File: src/rtl/axi_uart_lite_bridge_if.sv
// ---------------------------------------------------------------------------
// axi_uart_lite_bridge_if
// AXI4-Lite bus between the probe bridge (master) and the UART Lite core
// (slave).
//   aw*  : write address  (awaddr, awsize, awvalid / awready)
//   w*   : write data     (wdata, wstrb, wvalid / wready)
//   b*   : write response (bresp, bvalid / bready)
//   ar*  : read address   (araddr, arsize, arvalid / arready)
//   r*   : read data      (rdata, rresp, rvalid / rready)
// ---------------------------------------------------------------------------
interface axi_uart_lite_bridge_if;
  logic [31:0] awaddr;
  logic [2:0]  awsize;
  logic        awvalid;
  logic        awready;
  logic [31:0] wdata;
  logic [3:0]  wstrb;
  logic        wvalid;
  logic        wready;
  logic [1:0]  bresp;
  logic        bvalid;
  logic        bready;
  logic [31:0] araddr;
  logic [2:0]  arsize;
  logic        arvalid;
  logic        arready;
  logic [31:0] rdata;
  logic [1:0]  rresp;
  logic        rvalid;
  logic        rready;

  modport master (
    output awaddr, awsize, awvalid, wdata, wstrb, wvalid, bready,
           araddr, arsize, arvalid, rready,
    input  awready, wready, bresp, bvalid, arready, rdata, rresp, rvalid
  );

  modport slave (
    input  awaddr, awsize, awvalid, wdata, wstrb, wvalid, bready,
           araddr, arsize, arvalid, rready,
    output awready, wready, bresp, bvalid, arready, rdata, rresp, rvalid
  );
endinterface

File: src/rtl/axi_uart_lite_bridge.sv
// ---------------------------------------------------------------------------
// axi_uart_lite_bridge
// Connects the probe byte stream to an AXI4-Lite UART Lite core. A single
// serialised AXI master configures CTRL once after reset, then polls STATUS
// and moves one byte at a time: UART RX bytes go into a local FIFO feeding
// the probe, probe bytes are written to UART TX when it has room.
//
// Ports:
//   clk, m_aresetn              clock, async active-low reset
//   rx_valid/rx_data/rx_ready   probe -> UART byte stream
//   tx_valid/tx_data/tx_ready   UART -> probe byte stream (FIFO head)
//   m_axi                       AXI4-Lite master (axi_uart_lite_bridge_if)
//   bridge_err                  sticky: any BRESP/RRESP != OKAY since reset
//   err_count                   saturating error-response count (only with
//                               AXI_UART_BRIDGE_ERR_CNT_EN defined)
//
// Build option: `define AXI_UART_BRIDGE_ERR_CNT_EN adds err_count[7:0].
// ---------------------------------------------------------------------------
module axi_uart_lite_bridge #(
  parameter logic [31:0] BASE_ADDR = 32'h4060_0000,
  parameter logic [7:0]  CTRL_CFG  = 8'h13,
  parameter int unsigned RXQ_DEPTH = 4,
  parameter int unsigned POLL_GAP  = 8
) (
  input  logic                          clk,
  input  logic                          m_aresetn,
  input  logic                          rx_valid,
  input  logic [7:0]                    rx_data,
  output logic                          rx_ready,
  output logic                          tx_valid,
  output logic [7:0]                    tx_data,
  input  logic                          tx_ready,
  axi_uart_lite_bridge_if.master        m_axi,
  output logic                          bridge_err
`ifdef AXI_UART_BRIDGE_ERR_CNT_EN
  ,
  output logic [7:0]                    err_count
`endif
);

  localparam logic [31:0] ADDR_RX   = BASE_ADDR + 32'h0;
  localparam logic [31:0] ADDR_TX   = BASE_ADDR + 32'h4;
  localparam logic [31:0] ADDR_STAT = BASE_ADDR + 32'h8;
  localparam logic [31:0] ADDR_CTRL = BASE_ADDR + 32'hC;

  localparam int unsigned PW = (RXQ_DEPTH > 1) ? $clog2(RXQ_DEPTH) : 1;
  localparam int unsigned CW = PW + 1;
  localparam logic [CW-1:0] FULL_CNT = CW'(RXQ_DEPTH);
  localparam logic [15:0]   GAP_LAST = 16'(POLL_GAP - 1);

  typedef enum logic [3:0] {
    S_RESET, S_CFG_AW, S_CFG_B, S_POLL_AR, S_POLL_R, S_DECIDE,
    S_RD_AR, S_RD_R, S_WR_AW, S_WR_B, S_GAP
  } state_t;

  state_t        state_q, state_d;
  logic          aw_done_q, aw_done_d;
  logic          w_done_q, w_done_d;
  logic [7:0]    wbyte_q, wbyte_d;
  logic          stat_rx_q, stat_rx_d;
  logic          stat_txf_q, stat_txf_d;
  logic [15:0]   gap_q, gap_d;
  logic          rx_valid_q;
  logic          err_q;

  logic [7:0]    mem_q [RXQ_DEPTH];
  logic [PW-1:0] wr_ptr_q, rd_ptr_q;
  logic [CW-1:0] cnt_q;
  logic          fifo_full, fifo_empty, push, pop;

  logic          aw_valid, w_valid, b_ready, ar_valid, r_ready, rx_rdy;
  logic [31:0]   aw_addr, ar_addr, w_data;
  logic          err_set;
  logic          unused_rdata;

  assign fifo_full  = (cnt_q == FULL_CNT);
  assign fifo_empty = (cnt_q == '0);
  assign pop        = !fifo_empty && tx_ready;

  always_comb begin
    state_d    = state_q;
    aw_done_d  = aw_done_q;
    w_done_d   = w_done_q;
    wbyte_d    = wbyte_q;
    stat_rx_d  = stat_rx_q;
    stat_txf_d = stat_txf_q;
    gap_d      = gap_q;
    aw_valid   = 1'b0;
    w_valid    = 1'b0;
    b_ready    = 1'b0;
    ar_valid   = 1'b0;
    r_ready    = 1'b0;
    rx_rdy     = 1'b0;
    push       = 1'b0;
    aw_addr    = ADDR_TX;
    ar_addr    = ADDR_STAT;
    w_data     = {24'h0, wbyte_q};

    case (state_q)
      S_RESET: state_d = S_CFG_AW;

      // AW and W are issued together but each completes independently;
      // the done flags keep a finished channel from being re-presented.
      S_CFG_AW, S_WR_AW: begin
        aw_valid  = !aw_done_q;
        w_valid   = !w_done_q;
        if (state_q == S_CFG_AW) begin
          aw_addr = ADDR_CTRL;
          w_data  = {24'h0, CTRL_CFG};
        end
        aw_done_d = aw_done_q || m_axi.awready;
        w_done_d  = w_done_q || m_axi.wready;
        if (aw_done_d && w_done_d) begin
          aw_done_d = 1'b0;
          w_done_d  = 1'b0;
          state_d   = (state_q == S_CFG_AW) ? S_CFG_B : S_WR_B;
        end
      end

      S_CFG_B, S_WR_B: begin
        b_ready = 1'b1;
        if (m_axi.bvalid) begin
          // The probe byte is only consumed once the UART has accepted it.
          rx_rdy  = (state_q == S_WR_B);
          state_d = S_POLL_AR;
        end
      end

      S_POLL_AR: begin
        ar_valid = 1'b1;
        ar_addr  = ADDR_STAT;
        if (m_axi.arready) state_d = S_POLL_R;
      end

      S_POLL_R: begin
        r_ready = 1'b1;
        if (m_axi.rvalid) begin
          stat_rx_d  = m_axi.rdata[0];
          stat_txf_d = m_axi.rdata[3];
          state_d    = S_DECIDE;
        end
      end

      S_DECIDE: begin
        if (stat_rx_q && !fifo_full) begin
          state_d = S_RD_AR;
        end else if (rx_valid && !stat_txf_q) begin
          wbyte_d = rx_data;
          state_d = S_WR_AW;
        end else if (POLL_GAP == 0) begin
          state_d = S_POLL_AR;
        end else begin
          gap_d   = '0;
          state_d = S_GAP;
        end
      end

      S_RD_AR: begin
        ar_valid = 1'b1;
        ar_addr  = ADDR_RX;
        if (m_axi.arready) state_d = S_RD_R;
      end

      S_RD_R: begin
        r_ready = 1'b1;
        if (m_axi.rvalid) begin
          push    = 1'b1;
          state_d = S_POLL_AR;
        end
      end

      // A newly arriving probe byte cuts the idle gap short.
      S_GAP: begin
        if ((gap_q == GAP_LAST) || (rx_valid && !rx_valid_q)) begin
          state_d = S_POLL_AR;
        end else begin
          gap_d = gap_q + 16'd1;
        end
      end

      default: state_d = S_RESET;
    endcase
  end

  assign err_set = (b_ready && m_axi.bvalid && (m_axi.bresp != 2'b00)) ||
                   (r_ready && m_axi.rvalid && (m_axi.rresp != 2'b00));

  always_ff @(posedge clk or negedge m_aresetn) begin
    if (!m_aresetn) begin
      state_q    <= S_RESET;
      aw_done_q  <= 1'b0;
      w_done_q   <= 1'b0;
      wbyte_q    <= '0;
      stat_rx_q  <= 1'b0;
      stat_txf_q <= 1'b0;
      gap_q      <= '0;
      rx_valid_q <= 1'b0;
      err_q      <= 1'b0;
    end else begin
      state_q    <= state_d;
      aw_done_q  <= aw_done_d;
      w_done_q   <= w_done_d;
      wbyte_q    <= wbyte_d;
      stat_rx_q  <= stat_rx_d;
      stat_txf_q <= stat_txf_d;
      gap_q      <= gap_d;
      rx_valid_q <= rx_valid;
      if (err_set) err_q <= 1'b1;
    end
  end

  always_ff @(posedge clk or negedge m_aresetn) begin
    if (!m_aresetn) begin
      wr_ptr_q <= '0;
      rd_ptr_q <= '0;
      cnt_q    <= '0;
    end else begin
      if (push) wr_ptr_q <= wr_ptr_q + 1'b1;
      if (pop)  rd_ptr_q <= rd_ptr_q + 1'b1;
      case ({push, pop})
        2'b10:   cnt_q <= cnt_q + 1'b1;
        2'b01:   cnt_q <= cnt_q - 1'b1;
        default: cnt_q <= cnt_q;
      endcase
    end
  end

  always_ff @(posedge clk) begin
    if (push) mem_q[wr_ptr_q] <= m_axi.rdata[7:0];
  end

`ifdef AXI_UART_BRIDGE_ERR_CNT_EN
  logic [7:0] err_cnt_q;

  always_ff @(posedge clk or negedge m_aresetn) begin
    if (!m_aresetn) begin
      err_cnt_q <= '0;
    end else if (err_set && (err_cnt_q != 8'hFF)) begin
      err_cnt_q <= err_cnt_q + 8'd1;
    end
  end

  assign err_count = err_cnt_q;
`else
`endif

  assign unused_rdata  = ^m_axi.rdata[31:8];

  assign tx_valid      = !fifo_empty;
  assign tx_data       = mem_q[rd_ptr_q];
  assign rx_ready      = rx_rdy;
  assign bridge_err    = err_q;

  assign m_axi.awaddr  = aw_addr;
  assign m_axi.awsize  = 3'b010;
  assign m_axi.awvalid = aw_valid;
  assign m_axi.wdata   = w_data;
  assign m_axi.wstrb   = 4'b0001;
  assign m_axi.wvalid  = w_valid;
  assign m_axi.bready  = b_ready;
  assign m_axi.araddr  = ar_addr;
  assign m_axi.arsize  = 3'b010;
  assign m_axi.arvalid = ar_valid;
  assign m_axi.rready  = r_ready;

endmodule

File: src/flat_wrapper.sv
// flat-port wrapper written by rule: the top's interface ports become plain ports
module axi_uart_lite_bridge_flat 
#(
  parameter logic [31:0] BASE_ADDR = 32'h4060_0000,
  parameter logic [7:0]  CTRL_CFG  = 8'h13,
  parameter int unsigned RXQ_DEPTH = 4,
  parameter int unsigned POLL_GAP  = 8
)
  (clk, m_aresetn, rx_valid, rx_data, rx_ready, tx_valid, tx_data, tx_ready, bridge_err, m_axi_awaddr, m_axi_awsize, m_axi_awvalid, m_axi_wdata, m_axi_wstrb, m_axi_wvalid, m_axi_bready, m_axi_araddr, m_axi_arsize, m_axi_arvalid, m_axi_rready, m_axi_awready, m_axi_wready, m_axi_bresp, m_axi_bvalid, m_axi_arready, m_axi_rdata, m_axi_rresp, m_axi_rvalid);
  axi_uart_lite_bridge_if m_axi_i ();
  input  logic clk;
  input  logic m_aresetn;
  input  logic rx_valid;
  input  logic [7:0] rx_data;
  output logic rx_ready;
  output logic tx_valid;
  output logic [7:0] tx_data;
  input  logic tx_ready;
  output logic bridge_err;
  output wire logic [$bits(m_axi_i.awaddr)-1:0] m_axi_awaddr;
  output wire logic [$bits(m_axi_i.awsize)-1:0] m_axi_awsize;
  output wire logic [$bits(m_axi_i.awvalid)-1:0] m_axi_awvalid;
  output wire logic [$bits(m_axi_i.wdata)-1:0] m_axi_wdata;
  output wire logic [$bits(m_axi_i.wstrb)-1:0] m_axi_wstrb;
  output wire logic [$bits(m_axi_i.wvalid)-1:0] m_axi_wvalid;
  output wire logic [$bits(m_axi_i.bready)-1:0] m_axi_bready;
  output wire logic [$bits(m_axi_i.araddr)-1:0] m_axi_araddr;
  output wire logic [$bits(m_axi_i.arsize)-1:0] m_axi_arsize;
  output wire logic [$bits(m_axi_i.arvalid)-1:0] m_axi_arvalid;
  output wire logic [$bits(m_axi_i.rready)-1:0] m_axi_rready;
  input wire logic [$bits(m_axi_i.awready)-1:0] m_axi_awready;
  input wire logic [$bits(m_axi_i.wready)-1:0] m_axi_wready;
  input wire logic [$bits(m_axi_i.bresp)-1:0] m_axi_bresp;
  input wire logic [$bits(m_axi_i.bvalid)-1:0] m_axi_bvalid;
  input wire logic [$bits(m_axi_i.arready)-1:0] m_axi_arready;
  input wire logic [$bits(m_axi_i.rdata)-1:0] m_axi_rdata;
  input wire logic [$bits(m_axi_i.rresp)-1:0] m_axi_rresp;
  input wire logic [$bits(m_axi_i.rvalid)-1:0] m_axi_rvalid;
  assign m_axi_awaddr = m_axi_i.awaddr;
  assign m_axi_awsize = m_axi_i.awsize;
  assign m_axi_awvalid = m_axi_i.awvalid;
  assign m_axi_wdata = m_axi_i.wdata;
  assign m_axi_wstrb = m_axi_i.wstrb;
  assign m_axi_wvalid = m_axi_i.wvalid;
  assign m_axi_bready = m_axi_i.bready;
  assign m_axi_araddr = m_axi_i.araddr;
  assign m_axi_arsize = m_axi_i.arsize;
  assign m_axi_arvalid = m_axi_i.arvalid;
  assign m_axi_rready = m_axi_i.rready;
  assign m_axi_i.awready = m_axi_awready;
  assign m_axi_i.wready = m_axi_wready;
  assign m_axi_i.bresp = m_axi_bresp;
  assign m_axi_i.bvalid = m_axi_bvalid;
  assign m_axi_i.arready = m_axi_arready;
  assign m_axi_i.rdata = m_axi_rdata;
  assign m_axi_i.rresp = m_axi_rresp;
  assign m_axi_i.rvalid = m_axi_rvalid;
  axi_uart_lite_bridge #(.BASE_ADDR(BASE_ADDR), .CTRL_CFG(CTRL_CFG), .RXQ_DEPTH(RXQ_DEPTH), .POLL_GAP(POLL_GAP)) u_core (.clk(clk), .m_aresetn(m_aresetn), .rx_valid(rx_valid), .rx_data(rx_data), .rx_ready(rx_ready), .tx_valid(tx_valid), .tx_data(tx_data), .tx_ready(tx_ready), .m_axi(m_axi_i), .bridge_err(bridge_err));
endmodule
File: config.mk
export PLATFORM = sky130hd
export DESIGN_NAME = axi_uart_lite_bridge_flat
export DESIGN_NICKNAME = d
export VERILOG_FILES = /design/src/rtl/axi_uart_lite_bridge_if.sv /design/src/rtl/axi_uart_lite_bridge.sv /design/src/flat_wrapper.sv
export SDC_FILE = /design/constraint.sdc
export NUM_CORES = 1
export LEC_CHECK = 0
export BUFFER_PORTS_ARGS = -buffer_cell sky130_fd_sc_hd__buf_4
export CAP_MARGIN = 10
export CORE_MARGIN = 5
export CORE_UTILIZATION = 53
export DETAILED_ROUTE_END_ITERATION = 6
export HOLD_SLACK_MARGIN = 0.12
export PLACE_DENSITY_LB_ADDON = 0.12
export SYNTH_ARGS = -nofsm -noshare
export SYNTH_HDL_FRONTEND = slang
export SYNTH_SLANG_ARGS = --single-unit
File: constraint.sdc
create_clock -name clk -period 5.4 [get_ports clk]
set_input_delay 0.81 -clock clk [delete_from_list [all_inputs] [get_ports clk]]
set_output_delay 0.81 -clock clk [all_outputs]
set_load 0.01 [all_outputs]
==> results of run 1 <==
==> metrics by stage <==
stage	setup slack (ps)	total power, W
after floorplan	3140	0.00150
after global placement	2660	0.00171
after detailed placement	2630	0.00173
after CTS	2260	0.00219
after global routing	2100	0.00233
final	2280	0.00217
==> cells by family (layout without fill, tap and decap cells) <==
group | Yosys count | in the layout
buffers and inverters | 116 | 80
AO/OA/AOI/OAI | 54 | 54
AND/OR/NAND/NOR | 109 | 109
multiplexers | 20 | 20
adder cells (fa/ha/maj) | 7 | 7
flip-flops | 73 | 73
other | 2 | 96
XOR/XNOR | 10 | 10
==> sequential cells by signal, indices dropped and copies added, names as in the netlist <==
name and count:
u_core.wr_ptr_q 2, u_core.rx_valid_q 1, u_core.cnt_q 3, u_core.wbyte_q 8, u_core.stat_txf_q 1, u_core.aw_done_q 1, u_core.rd_ptr_q 2, u_core.gap_q 16
u_core.bridge_err 1, u_core.state_q 4, u_core.stat_rx_q 1, u_core.w_done_q 1, u_core.mem_q 32
==> path summary, 6_finish.rpt <==
check                           slack, ps              start           endpoint
worst min register to register        480  u_core.bridge_err  u_core.bridge_err
worst max register to register       2880  u_core.state_q[2]    u_core.cnt_q[2]
min in group clk                      480  u_core.bridge_err  u_core.bridge_err
worst max-delay path                 2280  u_core.state_q[0]     m_axi_wdata[0]
worst min-delay path                  440          m_aresetn  u_core.wbyte_q[7]
max in group asynchronous            4600          m_aresetn  u_core.state_q[0]
==> where the power goes <==
group / internal (W) / switching [W] / total [W] / leakage (nW)
Combinational: 0.000447 / 0.000422 / 0.000868 / 1.20
Sequential: 0.000680 / 0.000159 / 0.000839 / 0.809
Clock: 0.000263 / 0.000200 / 0.000463 / 0.109
==> per-layer routing <==
layer | up-vias | global-route usage [%] | part of all wire [%]
met4 | 0 | 5.21 | 1.2
met1 | 1273 | 22.7 | 45
met2 | 129 | 22.7 | 46
met5 | - | 0 | 0
li1 | 1305 | - | -
met3 | 12 | 3.79 | 8.1
==> placed cells by master (no fill, tap or decap), types with 7 or more instances in the layout <==
cell type                  count
sky130_fd_sc_hd__edfxtp_1     32
sky130_fd_sc_hd__mux2_4        8
sky130_fd_sc_hd__a31oi_1       7
sky130_fd_sc_hd__a21oi_1      18
sky130_fd_sc_hd__buf_4        54
sky130_fd_sc_hd__conb_1       96
sky130_fd_sc_hd__nor2_1       18
sky130_fd_sc_hd__and3_1        8
sky130_fd_sc_hd__nand2_1      13
sky130_fd_sc_hd__o31ai_1       9
sky130_fd_sc_hd__mux4_2        8
sky130_fd_sc_hd__dfrtp_1      41
sky130_fd_sc_hd__nand3_1       8
sky130_fd_sc_hd__inv_1         9
sky130_fd_sc_hd__clkbuf_8      9
sky130_fd_sc_hd__nor2b_1       7
sky130_fd_sc_hd__nor3_1        9
==> cell usage after synthesis (8+ instances only) <==
master,count
sky130_fd_sc_hd__mux2_4,8
sky130_fd_sc_hd__inv_1,9
sky130_fd_sc_hd__edfxtp_1,32
sky130_fd_sc_hd__mux4_2,8
sky130_fd_sc_hd__o31ai_1,9
sky130_fd_sc_hd__a21oi_1,18
sky130_fd_sc_hd__nand3_1,8
sky130_fd_sc_hd__nor2_1,18
sky130_fd_sc_hd__nand2_1,13
sky130_fd_sc_hd__buf_4,96
sky130_fd_sc_hd__nor3_1,9
sky130_fd_sc_hd__dfrtp_1,41
sky130_fd_sc_hd__and3_1,8
==> layout make-up <==
| class | instances | area, sq um | area share [%] |
|---|---|---|---|
| repair buffers | 54 | 405 | 8.53 |
| inverters | 10 | 37.5 | 0.790 |
| clock inverters | 6 | 90.1 | 1.90 |
| clock buffers | 10 | 128 | 2.69 |
| multi-input cells | 296 | 1970 | 41.5 |
| flip-flops and latches | 73 | 1990 | 41.8 |
| well taps | 105 | 131 | 2.77 |
==> worst max-delay path, stage by stage (launching register included) <==
cell and delay, ps:
sky130_fd_sc_hd__dfrtp_1 710, sky130_fd_sc_hd__or2b_4 390, sky130_fd_sc_hd__nor3_2 520, sky130_fd_sc_hd__or2_2 230, sky130_fd_sc_hd__buf_4 110
==> impl.org, run 1 <==
** Hold path
- Kind of path behind the tightest hold check :: in -> async

** Synthesis
- Of the total synthesized cell area, the portion taken by AND, OR, NAND and NOR gates is 15.8%.
- Largest cells by area after synthesis :: sky130_fd_sc_hd__dfrtp_1 (23%), sky130_fd_sc_hd__edfxtp_1 (22%), sky130_fd_sc_hd__buf_4 (16%)
- Yosys mapped the design onto 64 distinct sky130hd cell types.
- Post-synthesis instance area :: around 0.0044 sq mm
- For this run, the number of Yosys warnings is 0.
- Share of Yosys cell area claimed by the top area cell type :: around 23%
- After Yosys synthesis, XOR and XNOR cells account for around 2.0% of the synthesized area.
- Of the total synthesized cell area, the portion taken by full adders, half adders and majority gates is between 2 and 2.5%.
- Of all flip-flops after synthesis, the portion carrying an async set or reset was roughly 56%.
- The share of the Yosys chip area taken by registers is roughly 45%.
- Combinational family with the most area after synthesis :: buffers and inverters
- Synth Flop Type :: sky130_fd_sc_hd__dfrtp_1
- The synthesized design spends more area on one cell type than any other, namely sky130_fd_sc_hd__dfrtp_1.
- Yosys mapped a number of flops with a built-in enable equal to 32.
- Of the post-synthesis cell area, the part taken by muxes is 7.75%.
- Synthesis produced a netlist whose cell count is ~400.
- Synth Area in Compound Gates :: a little under 9%
- Synthesis inferred 73 register bits.
- Avg Cell Area, Syn :: between 10 and 15 sq um

** Job
- Count of maximum capacitance violations :: 0

** Finish
- After routing the design area is around 0.0048 sq mm.
- After filler insertion, the fill cell instance count of the layout stands at 727.
- Fraction of layout cells with a size suffix above 1 :: about a quarter
- Share of the core filled with cells in the final layout :: 58.1%
- The repair_antennas step left the layout with diodes totalling 0.
- NumNets Final :: between 500 and 600
- Number of standard cells in the final layout excluding fillers :: around 550
- The area growth from synthesis to layout is 7.41%.

** Clocking
- For the worst-skew pair, the clock arrives at the later sink with an insertion delay of about 350 ps.
- Post-CTS Setup Bufs :: 0
- Buffer cell driving the clock tree root :: sky130_fd_sc_hd__clkbuf_8
- Clock tree synthesis found a total of 73 sinks.
- Buffer levels on the longest clock path :: 2
- Post-cts gate resize count :: 0
- Inserted Clock Buffers :: 9
- Clock-pin slew was measured on the worst setup and hold paths at 70 ps.
- TritonCTS built the clock tree.
- Hold Buf Count CTS :: 0
- The clock tree synthesis step divided the H-tree into 3 levels.

** Timing
- Worst hold margin :: roughly 440 ps
- In this run the tightest slew margin relative to its limit is 52.8%.
- For this run, the top clock speed supported by timing is about 0.32 GHz.
- The worst path in the final design needs a cycle of ~3100 ps, including I/O delays and setup.
- On the final layout, the worst clock skew is roughly 14 ps.
- At the pin with the least slew margin, the transition time is between 700 and 800 ps.
- The number of hold-slack violations in the final timing report came to 0.
- Total Negative Setup Slacks :: 0 ps
- Final Max Tran Viols :: 0
- Setup violations remaining at the end of the flow were counted as 0.
- Fraction of the cycle the final worst path needs :: between 50 and 60%
- RSZ-0062 raised after global routing :: false

** Placement
- Number of placed instances with taps included :: approximately 540
- GPL Wtd Cong :: about 0.84
- The HPWL after detailed placement is 5920 um.
- After detailed placement, the total cell area comes to 0.00453 sq mm.
- Port buffering added 54 buffers.

** Routing
- DR vias/cell :: 4.91
- DR DRC count :: 0
- Final wirelength :: approximately 8000 um
- The final route contains 2719 vias.
- Average wire per cell in the routed design :: 14.5 um
- Before antenna repair, the detailed router went through 4 iterations.
- Number of routed nets with antenna violations :: 0
- Detailed router's first-iteration violation count :: approximately 200

** Outcome
- Result of the run :: complete, no violations

** Floorplan
- The die is slightly above 100 um tall.
- During I/O placement, the number of pins put on the boundary was roughly 180.
- Initial standard-cell utilization of the core :: between 50% and 60%
- Std-Cell Rows :: 33
- From left edge to right edge, the die measures just over 100 um.
- The total area inside the core boundary comes to about 0.008 sq mm.
- Die ar. :: about 0.01 sq mm

** Critical path
- The critical path is of the reg -> out type.
- STA classifies the critical path startpoint as a flop.
- STA classifies the critical path endpoint as an output pin.
- Critical path data required time :: about 4600 ps
- Data on the critical path arrives at its endpoint at around 2300 ps.
- Maximum fanout along the worst path :: 18
- FF-to-FF path depth :: 10

** GRT
- The number of global-route vias before repair came to approximately 2500.
- Wire length of the first global-routing pass :: 12500 um
- The total overflow left after global routing is 0.
- The number of antenna violations at the first check in global routing came to 0.
- Gr usage total :: between 10% and 20%
- Entering global routing, the biggest net connects 42 pins.

** Pwr
- In this run the static leakage power is approximately 2.1 nW.
- The worst-case IR drop observed on VDD is approximately 240 uV.
- Dividing total power by cell area gives a power density of 457 mW/mm^2.
Power figures use the tool's default switching activity.
==> run 2: changes to the inputs <==
Settings changed: ABC_AREA set to 1, CORE_UTILIZATION 53 to 49.
Clock period 5.4 ns to 3.3 ns, I/O delays scaled along.
==> impl.org, run 2 <==
** Outcome
- Result of the run :: complete, no violations

** Floorplan
- The placeable core region came to 0.00876 sq mm (+7.2%).
- The number of placement rows was 34 (+3.0%).
- The count of boundary I/O pins is 175 (unchanged).
- Initial standard-cell utilization of the core :: 50.7% (-3.4 points)
- The horizontal die dimension is 105 um (+3.9%).
- The y dimension of the die is 105 um (+3.9%).
- The die area is 0.0111 sq mm (+7.9%).

** Critical path
- STA classifies the critical path endpoint as an output pin.
- The critical path is of the reg -> out type.
- Setup crit start kind :: flop
- The required time of the worst setup path was 2800 ps (-1790 ps).
- The worst-path maximum fanout was 19 (+1).
- CP Data Arrival Time :: 2000 ps (-310 ps)

** Pwr
- Worst vdd ir :: 436 uV (+80%)
- Power density normalized to cell area :: 709 mW/mm^2 (+55%)
- Leak pwr :: 2.38 nW (+13%)
- The total power of the final layout came to 0.00339 W (+56%).

** Synthesis
- Cell variety after synth :: 34 (-47%)
- The number of flops mapped to enable cells by yosys was 32 (unchanged).
- Post-synthesis instance area :: 0.00445 sq mm (+0.54%)
- Share of synthesized registers carrying an async set or reset :: 56.2% (unchanged)
- The synthesized netlist cell count came to 530 (+36%).
- The synthesized design spends more area on one cell type than any other, namely sky130_fd_sc_hd__dfrtp_1.
- Most numerous cell types in the synthesized netlist :: sky130_fd_sc_hd__nand2_1 (107), sky130_fd_sc_hd__buf_4 (97), sky130_fd_sc_hd__nor2_1 (71), sky130_fd_sc_hd__inv_1 (43), sky130_fd_sc_hd__dfrtp_1 (41)
- After synthesis, the cell types taking the most area are sky130_fd_sc_hd__dfrtp_1 (23%), sky130_fd_sc_hd__edfxtp_1 (22%), sky130_fd_sc_hd__buf_4 (16%).
- The number of warnings reported in the yosys synthesis log came to 0 (unchanged).
- Synth Flop Type :: sky130_fd_sc_hd__dfrtp_1
- Post-synthesis sequential area ratio :: 44.7% (-0.24 points)
- Avg Cell Area, Syn :: 8.39 sq um (-26%)
- Most frequent cell after synthesis :: sky130_fd_sc_hd__nand2_1
- The area share of the largest cell type after synthesis came to 23.1% (-0.12 points).
- The total of flip-flops plus latches after synthesis is 73 (unchanged).

** Finish
- Leading registers by flop count :: u_core.mem_q x32, u_core.gap_q x16, u_core.wbyte_q x8
- Final design instance area without fill :: 0.00478 sq mm (+0.55%)
- Leaving out fill and tap cells, the most frequent cell in the layout is sky130_fd_sc_hd__nand2_1.
- Ant diodes :: 0 (unchanged)
- The number of flip-flops in the largest register is 32 (unchanged).
- Share of the core filled with cells in the final layout :: 54.5% (-3.6 points)
- Fraction of layout cells with a size suffix above 1 :: 17.6% (-6.7 points)
- The net count reported at finish is 647 (+28%).
- Most used cells in the layout excluding fill and tap cells :: sky130_fd_sc_hd__nand2_1 (107), sky130_fd_sc_hd__conb_1 (96), sky130_fd_sc_hd__nor2_1 (71), sky130_fd_sc_hd__buf_4 (54), sky130_fd_sc_hd__inv_1 (43)
- Synthesis-to-finish area growth :: 7.43% (about the same)
- The register with the most flip-flops in the final layout is u_core.mem_q.

** Placement
- The minimum setup slack after placement was 968 ps (-1660 ps).
- Area post-placement :: 0.00458 sq mm (+0.94%)
- The HPWL reported at the end of detailed placement came to 6490 um (+9.6%).
- Total of buffers placed on input and output ports :: 54 (unchanged)
- GPL Wtd Cong :: 0.796 (-5.4%)

** Job
- The number of max-cap violations came to 0 (unchanged).

** Hold path
- Kind of path behind the tightest hold check :: in -> async

** Timing
- Setup repair after global routing left no endpoint under its margin.
- The number of hold-slack violations in the final timing report is 0 (unchanged).
- Highest Clock Rate :: roughly 0.4 GHz
- The largest clock skew in the final design was 9.90 ps (-3.99 ps).
- Total Negative Setup Slacks :: 0 ps (unchanged)
- Fraction of the cycle the final worst path needs :: 75.7%
- Final period demand of the worst path :: between 2000 and 2500 ps
- Max-slew headroom :: 45.3% (-7.5 points)
- The setup slack of the critical path after layout was 803 ps (-1480 ps).
- The count of final max-slew check failures came to 0 (unchanged).
- The number of endpoints failing setup at the final stage came to 0 (unchanged).
- Actual slew at the worst max-slew pin :: 817 ps (+109 ps)

** Clocking
- CTS tree :: done
- Clock tree synthesis selected as its root buffer the cell sky130_fd_sc_hd__clkbuf_8.
- Clock Latency Late Sink :: 350 ps (about the same)
- Clock-pin transition on the worst setup and hold timing paths :: 90 ps (+20 ps)
- Inserted Clock Buffers :: 9 (unchanged)
- The maximum root-to-sink buffer count was 2 (unchanged).
- Post-CTS Setup Bufs :: 0 (unchanged)
- # H-tree levels :: 3 (unchanged)
- The count of hold-fix buffers inserted at cts was 0 (unchanged).
- The clock sink total is 73 (unchanged).
- Post-cts gate resize count :: 0 (unchanged)

** GRT
- The global-route total usage across every layer is 16.2% (+0.64 points).
- The global-route congestion overflow total was 0 (unchanged).
- The maximum number of pins on one net before global-route repair was 42 (unchanged).
- Number of antenna violations at the first check in global routing :: 0 (unchanged)
- The number of global-route vias before repair was 3005 (+18%).
- The global-route wire length before repair came to 14800 um (+18%).

** Routing
- The number of detailed-route iterations in the first pass came to 4 (unchanged).
- Number of routed nets with antenna violations :: 0 (unchanged)
- DR vias/cell :: 4.53 (-7.6%)
- The wire length per cell after detailed routing is 12.6 um (-13%).
- The final wirelength came to 8800 um (+9.5%).
- The via count of the routed design was 3173 (+17%).
- DR DRC count :: 0 (unchanged)
- Detailed router's first-iteration violation count :: 129 (-35%)
run 2: cell types whose count changed after synthesis, moves of 8 or more:
cell,before,now
sky130_fd_sc_hd__nor2_1,18,71
sky130_fd_sc_hd__a21oi_1,18,9
sky130_fd_sc_hd__o21ai_0,4,27
sky130_fd_sc_hd__o22ai_1,0,11
sky130_fd_sc_hd__inv_1,9,43
sky130_fd_sc_hd__nand2_1,13,107
sky130_fd_sc_hd__and3_1,8,0
sky130_fd_sc_hd__nand2_2,1,12
sky130_fd_sc_hd__o31ai_1,9,1
sky130_fd_sc_hd__nand3_1,8,19
sky130_fd_sc_hd__mux2_4,8,0
sky130_fd_sc_hd__mux4_2,8,0
run 2: routing by layer:
| metal | global-route usage, % | routed length, um | vias to the layer above |
|---|---|---|---|
| li1 | - | - | 1603 |
| met1 | 21.2 | 3850 | 1462 |
| met2 | 26.5 | 4350 | 104 |
| met3 | 4.58 | 547 | 4 |
| met4 | 4.11 | 54 | 0 |
| met5 | 0 | 0 | - |
run 2: kinds of logic (layout without fill, tap and decap cells):
family | count (synthesis) | in the layout | share of synthesized area [%]
compound gates | 51 | 51 | 6.27
fa+ha+maj | 7 | 7 | 2.14
other cells | 2 | 96 | 0.169
buf+inv | 151 | 119 | 21.3
xor+xnor | 9 | 9 | 1.77
flops | 73 | 73 | 44.7
simple gates | 237 | 237 | 23.6
run 2: power by group:
part / switching (W) / leakage (nW) / total (W) / internal (W)
Clock: 0.000365 / 0.100 / 0.000720 / 0.000356
Combinational: 0.000840 / 1.48 / 0.00142 / 0.000582
Sequential: 0.000148 / 0.806 / 0.00125 / 0.00110
run 2: critical path: stages, from the launching register on:
cell	delay [ps]
sky130_fd_sc_hd__dfrtp_1	730
sky130_fd_sc_hd__inv_1	390
sky130_fd_sc_hd__o21ai_0	250
sky130_fd_sc_hd__o22ai_1	120
sky130_fd_sc_hd__buf_4	160
run 2: final timing paths:
kind                                     from                 end  slack (ps)  cells after the start
max reg2reg                 u_core.state_q[2]  u_core.mem_q[3][1]        1030                      6
min                                 m_aresetn     u_core.w_done_q         120                      1
max                        u_core.rd_ptr_q[0]          tx_data[3]         800                      4
min reg2reg                  u_core.stat_rx_q    u_core.stat_rx_q         480                      2
max in group asynchronous           m_aresetn   u_core.wbyte_q[4]        2780                      1
min in group clk                     rx_valid   u_core.rx_valid_q         270                      1
run 2: metrics by stage:
| step | hold slack, ps | instances |
|---|---|---|
| after floorplan | 199 | 624 |
| after global placement | 458 | 684 |
| after detailed placement | 456 | 684 |
| after CTS | 132 | 700 |
| after global routing | 146 | 700 |
| final | 124 | 700 |
run 2: final cells by class:
class                      instances  area [sq um]
clock inverter                     7          77.6
multi-input combinational        400          1860
sequential                        73          1990
tap                              108           135
inverter                          49           184
clock buffer                       9           124
fill                             840          3990
timing repair buffer              54           405
